==> config.mk <==
export PLATFORM = sky130hd
export DESIGN_NAME = button_event_arbiter_flat
export DESIGN_NICKNAME = d
export VERILOG_FILES = /design/src/rtl/button_event_arbiter_pkg.sv /design/src/rtl/button_event_arbiter_if.sv /design/src/rtl/button_event_arbiter_fifo.sv /design/src/rtl/button_event_arbiter.sv /design/src/flat_wrapper.sv
export SDC_FILE = /design/constraint.sdc
export NUM_CORES = 1
export LEC_CHECK = 0
export ABC_AREA = 1
export CAP_MARGIN = 5
export CORE_MARGIN = 2
export CORE_UTILIZATION = 55
export DETAILED_ROUTE_END_ITERATION = 8
export GPL_ROUTABILITY_DRIVEN = 0
export PLACE_DENSITY_LB_ADDON = 0.12
export SLEW_MARGIN = 10
export SYNTH_ARGS = -nofsm -noshare
export SYNTH_HDL_FRONTEND = slang
export SYNTH_SLANG_ARGS = --single-unit
==> constraint.sdc <==
create_clock -name clk -period 7.4 [get_ports clk]
set_clock_uncertainty 0.1 [all_clocks]
set_input_delay 1.48 -clock clk [delete_from_list [all_inputs] [get_ports clk]]
set_output_delay 1.48 -clock clk [all_outputs]
set_load 0.01 [all_outputs]
==> src/rtl/button_event_arbiter_pkg.sv <==
// Shared types for the button event arbiter: per-button FSM states and the
// queued event record.
package button_pkg;

    localparam int MAX_BUTTONS = 16;
    localparam int EVT_ID_W    = $clog2(MAX_BUTTONS);

    typedef enum logic [1:0] {
        WAIT_REL,
        IDLE,
        PRESSED,
        LONG
    } btn_state_t;

    // Sized for the largest supported button count; narrower configs use the low bits.
    typedef struct packed {
        logic [EVT_ID_W-1:0] id;
        logic                is_long;
    } btn_event_t;

    function automatic int id_width(input int n);
        return (n > 1) ? $clog2(n) : 1;
    endfunction

endpackage

==> src/rtl/button_event_arbiter_if.sv <==
// Valid/ready event stream carrying the id and press type of one button event.
interface button_event_if #(
    parameter int ID_W = 2
) ();
    logic            event_valid;
    logic            event_ready;
    logic [ID_W-1:0] event_id;
    logic            event_long;

    modport master (
        output event_valid,
        output event_id,
        output event_long,
        input  event_ready
    );

    modport slave (
        input  event_valid,
        input  event_id,
        input  event_long,
        output event_ready
    );
endinterface

==> src/rtl/button_event_arbiter_fifo.sv <==
// Small synchronous FIFO of button events; a push into a full FIFO is accepted
// only when a pop happens in the same cycle.
module event_fifo
    import button_pkg::*;
#(
    parameter int DEPTH = 4
) (
    input  logic       clk,
    input  logic       rst,
    input  logic       push,
    input  btn_event_t din,
    input  logic       pop,
    output btn_event_t dout,
    output logic       full,
    output logic       empty
);
    localparam int AW = $clog2(DEPTH);

    btn_event_t     mem_q [DEPTH];
    logic [AW-1:0]  wr_q, wr_d;
    logic [AW-1:0]  rd_q, rd_d;
    logic [AW:0]    cnt_q, cnt_d;
    logic           do_push, do_pop;

    assign full    = (cnt_q == (AW+1)'(DEPTH));
    assign empty   = (cnt_q == '0);
    assign do_pop  = pop & ~empty;
    assign do_push = push & (~full | do_pop);
    assign dout    = mem_q[rd_q];

    always_comb begin
        wr_d  = do_push ? wr_q + 1'b1 : wr_q;
        rd_d  = do_pop  ? rd_q + 1'b1 : rd_q;
        cnt_d = cnt_q + (AW+1)'(do_push) - (AW+1)'(do_pop);
    end

    always_ff @(posedge clk or posedge rst) begin
        if (rst) begin
            wr_q  <= '0;
            rd_q  <= '0;
            cnt_q <= '0;
        end else begin
            wr_q  <= wr_d;
            rd_q  <= rd_d;
            cnt_q <= cnt_d;
        end
    end

    // Storage carries no reset; occupancy alone decides what is visible.
    always_ff @(posedge clk) begin
        if (do_push) begin
            mem_q[wr_q] <= din;
        end
    end

endmodule

==> src/rtl/button_event_arbiter.sv <==
// Classifies debounced button presses as short/long events and serialises them
// onto one valid/ready stream through a round-robin arbiter and a small FIFO.
module button_event_arbiter
    import button_pkg::*;
#(
    parameter int unsigned N_BUTTONS   = 4,
    parameter logic [31:0] LONG_CYCLES = 32'd50000000,
    parameter int unsigned FIFO_DEPTH  = 4,
    localparam int         ID_W        = id_width(N_BUTTONS)
) (
    input  logic                 clk,
    input  logic                 rst,
    input  logic [N_BUTTONS-1:0] buttons,
    button_event_if.master       evt,
    output logic                 overflow,
    input  logic                 clear_overflow
);
    localparam int NB = int'(N_BUTTONS);

    btn_state_t      state_q [NB];
    btn_state_t      state_d [NB];
    logic [31:0]     cnt_q   [NB];
    logic [31:0]     cnt_d   [NB];
    logic [NB-1:0]   raise, raise_long, drop;
    logic [NB-1:0]   pend_vld_q, pend_vld_d;
    logic [NB-1:0]   pend_long_q, pend_long_d;
    logic [ID_W-1:0] rr_q, rr_d;
    logic            overflow_q, overflow_d;

    logic [NB-1:0]   grant_vec;
    logic            grant, grant_long;
    int              grant_idx;

    btn_event_t      push_evt, head;
    logic            fifo_full, fifo_empty, pop, can_push;
    logic            unused_id_bits;

    // Per-button FSM: state register
    always_ff @(posedge clk or posedge rst) begin
        if (rst) begin
            for (int i = 0; i < NB; i++) begin
                state_q[i] <= WAIT_REL;
                cnt_q[i]   <= '0;
            end
        end else begin
            for (int i = 0; i < NB; i++) begin
                state_q[i] <= state_d[i];
                cnt_q[i]   <= cnt_d[i];
            end
        end
    end

    always_comb begin
        for (int i = 0; i < NB; i++) begin
            state_d[i] = state_q[i];
            case (state_q[i])
                WAIT_REL: if (!buttons[i]) state_d[i] = IDLE;
                IDLE:     if (buttons[i])  state_d[i] = PRESSED;
                PRESSED: begin
                    if (!buttons[i])                         state_d[i] = IDLE;
                    else if (cnt_q[i] == LONG_CYCLES - 1'b1) state_d[i] = LONG;
                end
                LONG:     if (!buttons[i]) state_d[i] = IDLE;
                default:  state_d[i] = WAIT_REL;
            endcase
        end
    end

    // Counter saturates at LONG_CYCLES-1 because the FSM leaves PRESSED there.
    always_comb begin
        raise      = '0;
        raise_long = '0;
        for (int i = 0; i < NB; i++) begin
            cnt_d[i] = cnt_q[i];
            case (state_q[i])
                IDLE: if (buttons[i]) cnt_d[i] = '0;
                PRESSED: begin
                    if (!buttons[i]) begin
                        raise[i] = 1'b1;
                    end else if (cnt_q[i] == LONG_CYCLES - 1'b1) begin
                        raise[i]      = 1'b1;
                        raise_long[i] = 1'b1;
                    end else begin
                        cnt_d[i] = cnt_q[i] + 1'b1;
                    end
                end
                default: ;
            endcase
        end
    end

    // Round-robin grant: first pending slot at or after rr_q, wrapping.
    always_comb begin
        int idx;
        idx        = 0;
        grant      = 1'b0;
        grant_idx  = 0;
        grant_long = 1'b0;
        grant_vec  = '0;
        if (can_push) begin
            for (int k = 0; k < NB; k++) begin
                idx = (int'(rr_q) + k) % NB;
                if (!grant && pend_vld_q[idx]) begin
                    grant          = 1'b1;
                    grant_idx      = idx;
                    grant_long     = pend_long_q[idx];
                    grant_vec[idx] = 1'b1;
                end
            end
        end
        rr_d = rr_q;
        if (grant) begin
            rr_d = (grant_idx == NB - 1) ? '0 : ID_W'(grant_idx + 1);
        end
    end

    // A new event only lands in an empty slot; the occupant is never replaced.
    always_comb begin
        pend_vld_d  = pend_vld_q;
        pend_long_d = pend_long_q;
        drop        = '0;
        for (int i = 0; i < NB; i++) begin
            if (grant_vec[i]) pend_vld_d[i] = 1'b0;
            if (raise[i]) begin
                if (pend_vld_q[i]) begin
                    drop[i] = 1'b1;
                end else begin
                    pend_vld_d[i]  = 1'b1;
                    pend_long_d[i] = raise_long[i];
                end
            end
        end
        if (|drop)               overflow_d = 1'b1;
        else if (clear_overflow) overflow_d = 1'b0;
        else                     overflow_d = overflow_q;
    end

    always_ff @(posedge clk or posedge rst) begin
        if (rst) begin
            pend_vld_q <= '0;
            rr_q       <= '0;
            overflow_q <= 1'b0;
        end else begin
            pend_vld_q <= pend_vld_d;
            rr_q       <= rr_d;
            overflow_q <= overflow_d;
        end
    end

    always_ff @(posedge clk) begin
        pend_long_q <= pend_long_d;
    end

    assign pop      = ~fifo_empty & evt.event_ready;
    assign can_push = ~fifo_full | pop;

    always_comb begin
        push_evt         = '0;
        push_evt.id      = EVT_ID_W'(grant_idx);
        push_evt.is_long = grant_long;
    end

    event_fifo #(
        .DEPTH (int'(FIFO_DEPTH))
    ) u_fifo (
        .clk   (clk),
        .rst   (rst),
        .push  (grant),
        .din   (push_evt),
        .pop   (pop),
        .dout  (head),
        .full  (fifo_full),
        .empty (fifo_empty)
    );

    // Outputs are forced to zero while empty so unwritten storage never leaks out.
    assign evt.event_valid = ~fifo_empty;
    assign evt.event_id    = fifo_empty ? '0   : head.id[ID_W-1:0];
    assign evt.event_long  = fifo_empty ? 1'b0 : head.is_long;
    assign overflow        = overflow_q;
    assign unused_id_bits  = ^head.id;

endmodule
==> src/flat_wrapper.sv <==
// flat-port wrapper written by rule: the top's interface ports become plain ports
module button_event_arbiter_flat import button_pkg::*;
#(
    parameter int unsigned N_BUTTONS   = 4,
    parameter logic [31:0] LONG_CYCLES = 32'd50000000,
    parameter int unsigned FIFO_DEPTH  = 4,
    localparam int         ID_W        = id_width(N_BUTTONS)
)
  (clk, rst, buttons, overflow, clear_overflow, evt_event_valid, evt_event_id, evt_event_long, evt_event_ready);
  button_event_if evt_i ();
  input  logic clk;
  input  logic rst;
  input  logic [N_BUTTONS-1:0] buttons;
  output logic overflow;
  input  logic clear_overflow;
  output wire logic [$bits(evt_i.event_valid)-1:0] evt_event_valid;
  output wire logic [$bits(evt_i.event_id)-1:0] evt_event_id;
  output wire logic [$bits(evt_i.event_long)-1:0] evt_event_long;
  input wire logic [$bits(evt_i.event_ready)-1:0] evt_event_ready;
  assign evt_event_valid = evt_i.event_valid;
  assign evt_event_id = evt_i.event_id;
  assign evt_event_long = evt_i.event_long;
  assign evt_i.event_ready = evt_event_ready;
  button_event_arbiter #(.N_BUTTONS(N_BUTTONS), .LONG_CYCLES(LONG_CYCLES), .FIFO_DEPTH(FIFO_DEPTH)) u_core (.clk(clk), .rst(rst), .buttons(buttons), .evt(evt_i), .overflow(overflow), .clear_overflow(clear_overflow));
endmodule
==> results of run 1 <==
[cells by family after synthesis]
group	Yosys count	share of synthesized area (%)
fa+ha+maj	32	3.47
simple gates	1123	41.6
mux	5	0.426
flops	166	36.0
xor+xnor	37	2.76
buf+inv	222	8.01
compound gates	147	7.70
[layout make-up]
type | count | area (um^2)
Clock buffer | 22 | 505
Clock inverter | 10 | 116
Fill cell | 1982 | 8400
Inverter | 183 | 692
Multi-Input combinational cell | 1344 | 6580
Sequential cell | 166 | 4230
Tap cell | 275 | 344
Timing Repair Buffer | 16 | 150
[sequential cells by signal (all words and copies together), names as in the netlist]
register             count
u_core.u_fifo.wr_q       2
u_core.cnt_q           128
u_core.u_fifo.mem_q     12
u_core.u_fifo.cnt_q      3
u_core.u_fifo.rd_q       2
u_core.overflow          1
u_core.pend_long_q       4
u_core.state_q           8
u_core.pend_vld_q        4
u_core.rr_q              2
[path summary, 6_finish.rpt]
check | endpoint | from | slack [ns]
min | u_core.pend_vld_q[1] | u_core.pend_vld_q[1] | 0.41
max | u_core.u_fifo.cnt_q[2] | u_core.rr_q[0] | 3.88
min in group asynchronous | u_core.state_q[4] | rst | 1.42
min reg2reg | u_core.pend_vld_q[1] | u_core.pend_vld_q[1] | 0.41
max in group asynchronous | u_core.cnt_q[29] | rst | 4.76
max reg2reg | u_core.u_fifo.cnt_q[2] | u_core.rr_q[0] | 3.88
[per-layer routing]
layer	part of all wire (%)	GRT usage, %
met5	0	0
met4	1.1	5.61
met1	49	37.1
met3	4.8	4.21
met2	45	40.2
[placed cells by master (no fill, tap or decap), types with 4 or more instances in the layout]
cell | Yosys | layout
dfrtp_1 | 150 | 150
clkbuf_16 | 0 | 18
inv_1 | 174 | 173
nand3_1 | 139 | 139
nand2_4 | 6 | 6
o21ai_0 | 55 | 55
clkbuf_8 | 0 | 4
a21o_1 | 6 | 6
buf_4 | 4 | 4
a21oi_1 | 10 | 10
xor2_1 | 26 | 26
a21boi_0 | 4 | 4
nor3_1 | 67 | 67
nand4_1 | 55 | 55
nand2_2 | 11 | 11
ha_1 | 31 | 31
edfxtp_1 | 16 | 16
o21ai_2 | 34 | 34
nand2_1 | 544 | 544
nor2_1 | 266 | 266
nor2_2 | 7 | 7
mux2i_1 | 5 | 5
nand4_2 | 10 | 10
o21ai_1 | 32 | 32
xnor2_1 | 11 | 11
clkdlybuf4s50_1 | 0 | 12
clkinvlp_4 | 0 | 5
nor2_4 | 4 | 4
inv_2 | 8 | 8
[through the flow]
stage	util (%)	power, mW
2_1_floorplan	-	2.31
3_3_place_gp	57.1	2.56
3_5_place_dp	57.1	2.59
4_1_cts	60.0	3.52
5_1_grt	60.0	3.78
6_report	60.0	3.52
[critical path: cells and delay by family, from the launching register on]
family	cells	cell delay [ns]
and+or+nand+nor	6	0.62
buffers and inverters	3	0.44
xor gates and xnor gates	1	0.17
DFF	1	0.74
adders and majority gates	4	1.34
[power groups by stage]
stage                     clock network (mW)  registers (mW)  logic (mW)
final                                  0.937            1.22        1.36
after global routing                   0.988            1.23        1.56
after CTS                              0.946            1.21        1.36
after detailed placement                   0            1.23        1.36
after global placement                     0            1.23        1.33
after floorplan                            0            1.19        1.12
==> run_results.csv, run 1 <==
group,metric,value,unit
drt,first_iter_violations,823,
sta,slew_headroom,32.3,%
worst_setup_path,crit_type,"reg -> reg",
yosys,seq_area_frac_synth,36.0,%
place,dp_hpwl,20.2,mm
sta,hold_violations,0,
sta,worst_pin_slew,1.01,ns
sta,finalSetupTns,0,ns
cts,cts_tree,"built",
die,die_h,150,um
drt,dr.pass1.iters,6,
cells_and_area,fin_area,0.0126,mm^2
cts,ctsResizeCount,0,
cts,clock_latency,0.43,ns
cts,clkTransAtPathRegs,0.06,ns
drt,routed_via_density,5.42,
global_routing,grt_pass1_wl,47.2,mm
cts,root_buffer,"clkbuf_16",
yosys,ys_types,42,
power,power_switching,1.47,mW
cells_and_area,stdcell_count,2016,
sta,setup_viol_count_final,0,
worst_setup_path,endpoint_kind,"register",
cts,cts_setup_buffers,0,
place,place_area,0.0120,mm^2
sta,max_freq,284,MHz
drt,final_antenna_net_count,0,
yosys,synth_nets,1772,
die,num_io_pins,13,
yosys,synth_ff_type,"dfrtp_1",
cts,hold_buffers,0,
cells_and_area,syn_to_final_growth,7.38,%
global_routing,grt_antenna_before_repair,0,
worst_setup_path,max_stage_delay,0.74,ns
sta,fin_crit_sh,47.6,%
job,drv_cap,0,
cells_and_area,final_nets,1768,
worst_setup_path,cp-start-kind,"register",
worst_setup_path,r2r_cells,14,
drt,avgRoutedWirePerCell,13.8,um
die,die-width,150,um
place,dp_cells,1984,
power,peakVddDrop,0.000213,V
yosys,synth.most_common_cell,"nand2_1",
die,coreArea,0.0210,mm^2
sta,fin_hold_ws,0.405,ns
worst_setup_path,cp_max_fo,17,
global_routing,grt_max_degree,72,
power,power.density,279,mW/mm^2
cts,cts.sinks,166,
yosys,synth-seq-cells,166,
drt,vias,10900,
worst_setup_path,critPathRequiredTime,7.61,ns
yosys,synth_top_area_share,31.9,%
cts,clk_path_buf_depth,2,
power,combPwrFrac,38.8,%
yosys,async_reset_ff_share,90.4,%
place,post-place-ws,3.65,ns
yosys,netlist_area,0.0118,mm^2
place,portBuffers,12,
sta,grt_setup_unrepaired,"no",
drt,drc_errors,0,
power,p_leak,5.36,nW
cells_and_area,drive_above_1_share,7.18,%
yosys,synth_top_area_cell,"dfrtp_1",
yosys,synth_edf_count,16,
die,rows,53,
sta,fin_ws,3.88,ns
worst_setup_path,cp_cell_sequence,"inv_2 > ha_1 > inv_1 > nand3_1 > nand2_1 > nand3_1 > nor2_1 > nand2_1 > nand2_2 > ha_1 > inv_1 > ha_1 > fa_1 > xor2_1",
yosys,avgSynthCellArea,6.79,um^2
yosys,synth.area.top_cells,"dfrtp_1 (32%), nand2_1 (17%), nor2_1 (8.5%)",
yosys,ys_warn_count,0,
power,p_int,2.05,mW
yosys,syn-instance-count,1732,
global_routing,grtUsageTotal,25.5,%
die,die_area,0.0226,mm^2
global_routing,grt_overflow,0,
sta,period_needed,3.52,ns
power,sequentialPowerShare,34.6,%
hold_path,whs_path_depth,2,
die,initial_utilization,55.9,%
worst_setup_path,cpMostUsedCell,"ha_1",
hold_path,hold_path.class,"reg -> reg",
sta,slew_violations,0,
power,clock_power_share,26.6,%
cts,numCtsBuffers,17,
worst_setup_path,slowest_stage,"dfrtp_1",
worst_setup_path,crit_arrival,3.73,ns
global_routing,grt_pass1_vias,9998,
drt,drt_wl_total,27.8,mm
yosys,synth_common_cells,"nand2_1 (544), nor2_1 (266), inv_1 (174)",
cts,htree_levels,4,
power,switching_share,41.8,%
status,status,"complete, no violations",
cells_and_area,antenna_cells,0,
(Power assumes the default switching activity.)
==> inputs of run 2 (changes only) <==
Clock period 7.4 ns to 3.19 ns, I/O delays scaled along.
==> run_results.csv, run 2 (same netlist as run 1, synthesis figures left out) <==
group,metric,value,unit
status,status,"complete, no violations",
place,dp_hpwl,20.3,mm
worst_setup_path,crit_type,"reg -> reg",
power,p_leak,5.44,nW
worst_setup_path,path_buf_inv,3,
hold_path,hold_path.class,"in -> async",
power,power.density,654,mW/mm^2
cts,clk_path_buf_depth,2,
worst_setup_path,slowest_stage,"dfrtp_1",
cells_and_area,reg_top3,"u_core.cnt_q x128, u_core.u_fifo.mem_q x12, u_core.state_q x8",
drt,vias,10900,
global_routing,top_usage_layer,"met2",
sta,period_needed,2.83,ns
cells_and_area,antenna_cells,0,
worst_setup_path,cp_top_family,"adder cells",
cts,hold_buffers,0,
cts,cts_setup_buffers,0,
global_routing,grt_pass1_vias,10000,
die,die_area,0.0226,mm^2
worst_setup_path,cp-start-kind,"register",
die,die_h,150,um
power,combPwrFrac,39.1,%
worst_setup_path,crit_arrival,3.03,ns
sta,fin_crit_sh,88.6,%
worst_setup_path,critPathRequiredTime,3.39,ns
cells_and_area,final_nets,1778,
power,switching_share,39.8,%
sta,finalSetupTns,0,ns
die,coreArea,0.0210,mm^2
worst_setup_path,max_stage_delay,0.38,ns
power,power_switching,3.32,mW
sta,fin_ws,0.363,ns
cts,clock_latency,0.43,ns
drt,drc_errors,0,
global_routing,grt_use_met2,40.0,%
drt,first_iter_violations,764,
global_routing,grtUsageTotal,26.0,%
sta,slew_violations,0,
drt,final_antenna_net_count,0,
power,peakVddDrop,0.000399,V
cells_and_area,largest_reg_flops,128,
cts,cts.sinks,166,
cts,numCtsBuffers,17,
sta,max_freq,354,MHz
drt,avgRoutedWirePerCell,13.8,um
cts,clkTransAtPathRegs,0.06,ns
sta,hold_violations,0,
sta,slew_headroom,57.1,%
worst_setup_path,cp_max_fo,10,
die,die-width,150,um
cells_and_area,fillerInstances,1947,
worst_setup_path,endpoint_kind,"register",
drt,routed_via_density,5.36,
global_routing,use_met3,4.39,%
global_routing,grtUsageMet1,37.6,%
sta,grt_setup_unrepaired,"no",
global_routing,grt_overflow,0,
global_routing,grt_pass1_wl,47.5,mm
cts,root_buffer,"clkbuf_16",
place,portBuffers,12,
worst_setup_path,cp_cell_sequence,"inv_2 > ha_1 > inv_1 > nand3_1 > nand2_1 > nand3_1 > nor2_1 > nand2_1 > nand2_2 > ha_1 > inv_1 > ha_1 > fa_1 > xor2_1",
drt,dr.pass1.iters,5,
global_routing,grt_max_degree,67,
cells_and_area,drive_above_1_share,7.42,%
sta,setup_viol_count_final,0,
die,initial_utilization,55.9,%
cells_and_area,mostFrequentLayoutCells,"nand2_1 (544), nor2_1 (266), inv_1 (173)",
worst_setup_path,cpMostUsedCell,"ha_1",
die,num_io_pins,13,
cells_and_area,regMostFlops,"u_core.cnt_q",
global_routing,grt_antenna_before_repair,0,
cells_and_area,final_common_cell,"nand2_1",
sta,worst_pin_slew,0.643,ns
power,clock_power_share,27.7,%
cells_and_area,fin_util,60.7,%
drt,drt_wl_total,28.0,mm
power,p_int,5.03,mW
power,sequentialPowerShare,33.2,%
cts,cts_tree,"built",
cells_and_area,syn_to_final_growth,8.55,%
place,post-place-ws,0.380,ns
die,rows,53,
cts,ctsResizeCount,0,
cts,htree_levels,4,
job,drv_cap,0,
==> run 2: cell count changes in the layout (fill, tap and decap cells not counted) <==
cell / delta
clkbuf_1: +5
buf_4: +8
bufinv_16: +3
clkbuf_8: -2
clkinv_2: -1
clkinvlp_4: -4
inv_6: -2
clkinv_4: +1
buf_12: +2
==> run 2: area by class of cell <==
class | instances | area [um^2] | area share, %
Tap cell | 275 | 344 | 2.70
Inverter | 183 | 691 | 5.41
Clock buffer | 25 | 497 | 3.89
Timing Repair Buffer | 26 | 250 | 1.96
Clock inverter | 7 | 164 | 1.28
Multi-Input combinational cell | 1344 | 6580 | 51.6
Sequential cell | 166 | 4230 | 33.2
==> run 2: power by group through the flow <==
stage / Sequential [mW] / Clock [mW] / Combinational, mW
2_1_floorplan: 2.76 / 0 / 2.60
3_3_place_gp: 2.80 / 0 / 3.19
3_5_place_dp: 2.81 / 0 / 3.25
4_1_cts: 2.77 / 2.36 / 3.27
5_1_grt: 2.81 / 2.45 / 3.72
6_report: 2.77 / 2.32 / 3.27
==> run 2: worst paths after layout <==
check                      cells after the start                   start  slack [ns]                      to
max                                           14          u_core.rr_q[0]        0.36  u_core.u_fifo.cnt_q[2]
min                                            2                     rst        0.34       u_core.state_q[4]
max reg2reg                                   14          u_core.rr_q[0]        0.36  u_core.u_fifo.cnt_q[2]
min reg2reg                                    1  u_core.u_fifo.cnt_q[0]        0.42  u_core.u_fifo.cnt_q[0]
max in group asynchronous                      3                     rst        1.84        u_core.cnt_q[53]
min in group clk                               1  u_core.u_fifo.cnt_q[0]        0.42  u_core.u_fifo.cnt_q[0]
==> run 2: metrics by stage <==
stage          instance area, um^2  instances  power, mW  hold WS (ns)
2_1_floorplan                11800       1732       5.36         0.362
3_3_place_gp                 12100       1994       5.99         0.403
3_5_place_dp                 12100       1994       6.06         0.409
4_1_cts                      12800       2026       8.41         0.328
5_1_grt                      12800       2026       8.98         0.334
6_report                     12800       2026       8.35         0.342
==> run 2: routing by layer <==
layer  wire length (um)  share of wire (%)  up-vias
li1                   -                  -     5592
met2              12300                 44      249
met4                569                2.0        0
met3               1210                4.3       43
met5                  0                  0        -
met1              13900                 50     4980
==> run 2: worst reg2reg max path, stage by stage, from the launching register on <==
cell and delay (ns):
dfrtp_1 0.38, inv_2 0.15, ha_1 0.31, inv_1 0.18, nand3_1 0.10, nand2_1 0.10
nand3_1 0.09, nor2_1 0.11, nand2_1 0.10, nand2_2 0.16, ha_1 0.16, inv_1 0.04
ha_1 0.18, fa_1 0.38, xor2_1 0.17
==> inputs of run 3 (changes only) <==
Settings changed: ABC_AREA 1 to 0, CTS_BUF_LIST from default to sky130_fd_sc_hd__clkbuf_2 sky130_fd_sc_hd__clkbuf_4 sky130_fd_sc_hd__clkbuf_8.
==> run_results.csv, run 3 <==
group,metric,value,unit
power,switching_share,34.9,%
global_routing,grtUsageTotal,23.2,%
power,clock_power_share,24.4,%
cells_and_area,final_nets,1063,
hold_path,hold_path.class,"reg -> reg",
power,p_leak,4.22,nW
cts,clkTransAtPathRegs,0.08,ns
sta,slew_headroom,32.6,%
yosys,ys_warn_count,0,
drt,avgRoutedWirePerCell,15.8,um
yosys,synth.most_common_cell,"dfrtp_1",
global_routing,grt_overflow,0,
worst_setup_path,slowest_stage,"mux4_2",
drt,vias,7565,
worst_setup_path,cp_cell_sequence,"mux4_2 > and2_1 > clkdlybuf4s50_1",
place,dp_hpwl,13.6,mm
place,dp_cells,1229,
global_routing,grt_antenna_before_repair,0,
cts,cts.sinks,166,
cts,hold_buffers,0,
power,sequentialPowerShare,41.5,%
place,place_area,0.00997,mm^2
cts,clk_path_buf_depth,2,
sta,grt_setup_unrepaired,"no",
cts,root_buffer,"clkbuf_8",
cells_and_area,seq_area,0.00423,mm^2
drt,first_iter_violations,470,
die,num_io_pins,13,
sta,finalSetupTns,0,ns
yosys,seq_area_frac_synth,44.6,%
die,rows,48,
power,peakVddDrop,0.000364,V
cells_and_area,antenna_cells,0,
drt,drt_wl_total,19.9,mm
die,initial_utilization,55.6,%
worst_setup_path,endpoint_kind,"primary output",
place,post-place-ws,0.226,ns
worst_setup_path,timing.rr.start,"u_core.rr_q[0]",
hold_path,hp-start,"u_core.cnt_q[5]",
die,die_area,0.0183,mm^2
yosys,ys_types,71,
sta,fin_crit_sh,89.7,%
power,power_switching,2.24,mW
yosys,synth.area.top_cells,"dfrtp_1 (40%), edfxtp_1 (5.1%), ha_1 (4.1%)",
worst_setup_path,max_stage_delay,0.52,ns
global_routing,grt_pass1_wl,34.6,mm
drt,final_antenna_net_count,0,
status,status,"complete, no violations",
worst_setup_path,cp_max_fo,5,
yosys,synth_edf_count,16,
cells_and_area,regMostFlops,"u_core.cnt_q",
drt,drc_errors,0,
job,drv_cap,0,
sta,period_needed,2.86,ns
worst_setup_path,path_buf_inv,1,
worst_setup_path,crit_path_start,"u_core.u_fifo.rd_q[0]",
die,coreArea,0.0171,mm^2
power,combPwrFrac,34.0,%
sta,fin_hold_ws,0.393,ns
yosys,synth_top_area_cell,"dfrtp_1",
worst_setup_path,critPathRequiredTime,2.45,ns
drt,routed_via_density,6.00,
yosys,avgSynthCellArea,9.44,um^2
drt,dr.pass1.iters,4,
cts,ctsResizeCount,0,
sta,worst_pin_slew,1.01,ns
cells_and_area,drive_above_1_share,9.56,%
yosys,syn-instance-count,1005,
sta,fin_ws,0.328,ns
sta,setup_viol_count_final,0,
cells_and_area,final_common_cell,"dfrtp_1",
yosys,synth_common_cells,"dfrtp_1 (150), nand2_1 (89), nor2_1 (77)",
worst_setup_path,cp_top_family,"multiplexers",
cts,htree_levels,4,
die,die_h,135,um
die,die-width,135,um
global_routing,grt_pass1_vias,7073,
cells_and_area,mostFrequentLayoutCells,"dfrtp_1 (150), nand2_1 (89), nor2_1 (76)",
cells_and_area,reg_top3,"u_core.cnt_q x128, u_core.u_fifo.mem_q x12, u_core.state_q x8",
cts,clock_latency,0.47,ns
worst_setup_path,cp-start-kind,"register",
sta,hold_violations,0,
yosys,synth_ff_type,"dfrtp_1",
sta,slew_violations,0,
cells_and_area,fin_area,0.0104,mm^2
sta,max_freq,349,MHz
yosys,synth-seq-cells,166,
worst_setup_path,crit_type,"reg -> out",
cts,numCtsBuffers,17,
worst_setup_path,crit_arrival,2.12,ns
yosys,synth_top_area_share,39.6,%
cells_and_area,multi_input_area,0.00492,mm^2
cells_and_area,syn_to_final_growth,9.37,%
yosys,async_reset_ff_share,90.4,%
cells_and_area,fillerInstances,1519,
cts,cts_setup_buffers,0,
place,portBuffers,12,
cts,cts_tree,"built",
cells_and_area,stdcell_count,1261,
yosys,synth_nets,1045,
cells_and_area,largest_reg_flops,128,
power,p_int,4.18,mW
power,power.density,618,mW/mm^2
global_routing,grt_max_degree,69,
yosys,netlist_area,0.00948,mm^2
-- run 3: changes by cell type after synthesis, moves of 37 or more --
| cell | change |
|---|---|
| nand2_1 | -455 |
| nor2_1 | -189 |
| inv_1 | -136 |
| nand3_1 | -80 |
| a21oi_1 | +49 |
| nor3_1 | -37 |
-- run 3: through the flow --
step                      power [mW]  utilization (%)
after global placement          4.85             58.4
final                           6.41             60.8
after floorplan                 4.25                -
after detailed placement        4.88             58.4
after global routing            6.85             60.8
after CTS                       6.47             60.8
-- run 3: cells by family after synthesis --
logic type	after synthesis	share of synthesized area (%)
adders and majority gates	32	4.30
and+or+nand+nor	448	25.5
buffers and inverters	83	3.51
xor gates and xnor gates	48	4.43
DFF	166	44.6
muxes	34	4.54
AOI/OAI and AO/OA	194	13.1
-- run 3: path summary, 6_finish.rpt --
path                                     end  slack, ns  cells past startpoint
max                          evt_event_id[0]       0.33                      3
min                          u_core.cnt_q[5]       0.39                      1
max reg2reg                   u_core.rr_q[0]       0.42                     10
min reg2reg                  u_core.cnt_q[5]       0.39                      1
max in group asynchronous   u_core.cnt_q[46]       1.80                      3
min in group asynchronous  u_core.cnt_q[122]       0.45                      2
-- run 3: area by class of cell --
class | instances | share of cell area (%)
Timing Repair Buffer | 44 | 3.72
Sequential cell | 166 | 40.8
Inverter | 38 | 1.41
Tap cell | 225 | 2.71
Clock inverter | 13 | 1.51
Multi-Input combinational cell | 756 | 47.4
Clock buffer | 19 | 2.40
-- run 3: per-layer routing --
metal  up-vias  share of wire, %  GRT usage, %
met5         -                 0             0
met4         0              0.85          6.02
met3        12               2.8          4.71
met2       120                49          36.8
met1      3676                48          32.9
li1       3757                 -             -
-- run 3: worst register-to-register path, delay by kind of cell, from the launching register on --
kind                       cells  cell delay, ns
xor gates and xnor gates       1            0.08
AOI/OAI and AO/OA              3            0.64
muxes                          1            0.47
and+or+nand+nor                2            0.30
DFF                            1            0.35
buffers and inverters          1            0.05
adders and majority gates      2            0.68
-- run 3: power by group through the flow --
stage | Combinational (mW) | Clock, mW | Sequential, mW
6_report | 2.18 | 1.57 | 2.66
5_1_grt | 2.45 | 1.70 | 2.70
4_1_cts | 2.19 | 1.62 | 2.66
3_5_place_dp | 2.18 | 0 | 2.70
3_3_place_gp | 2.15 | 0 | 2.70
2_1_floorplan | 1.62 | 0 | 2.63
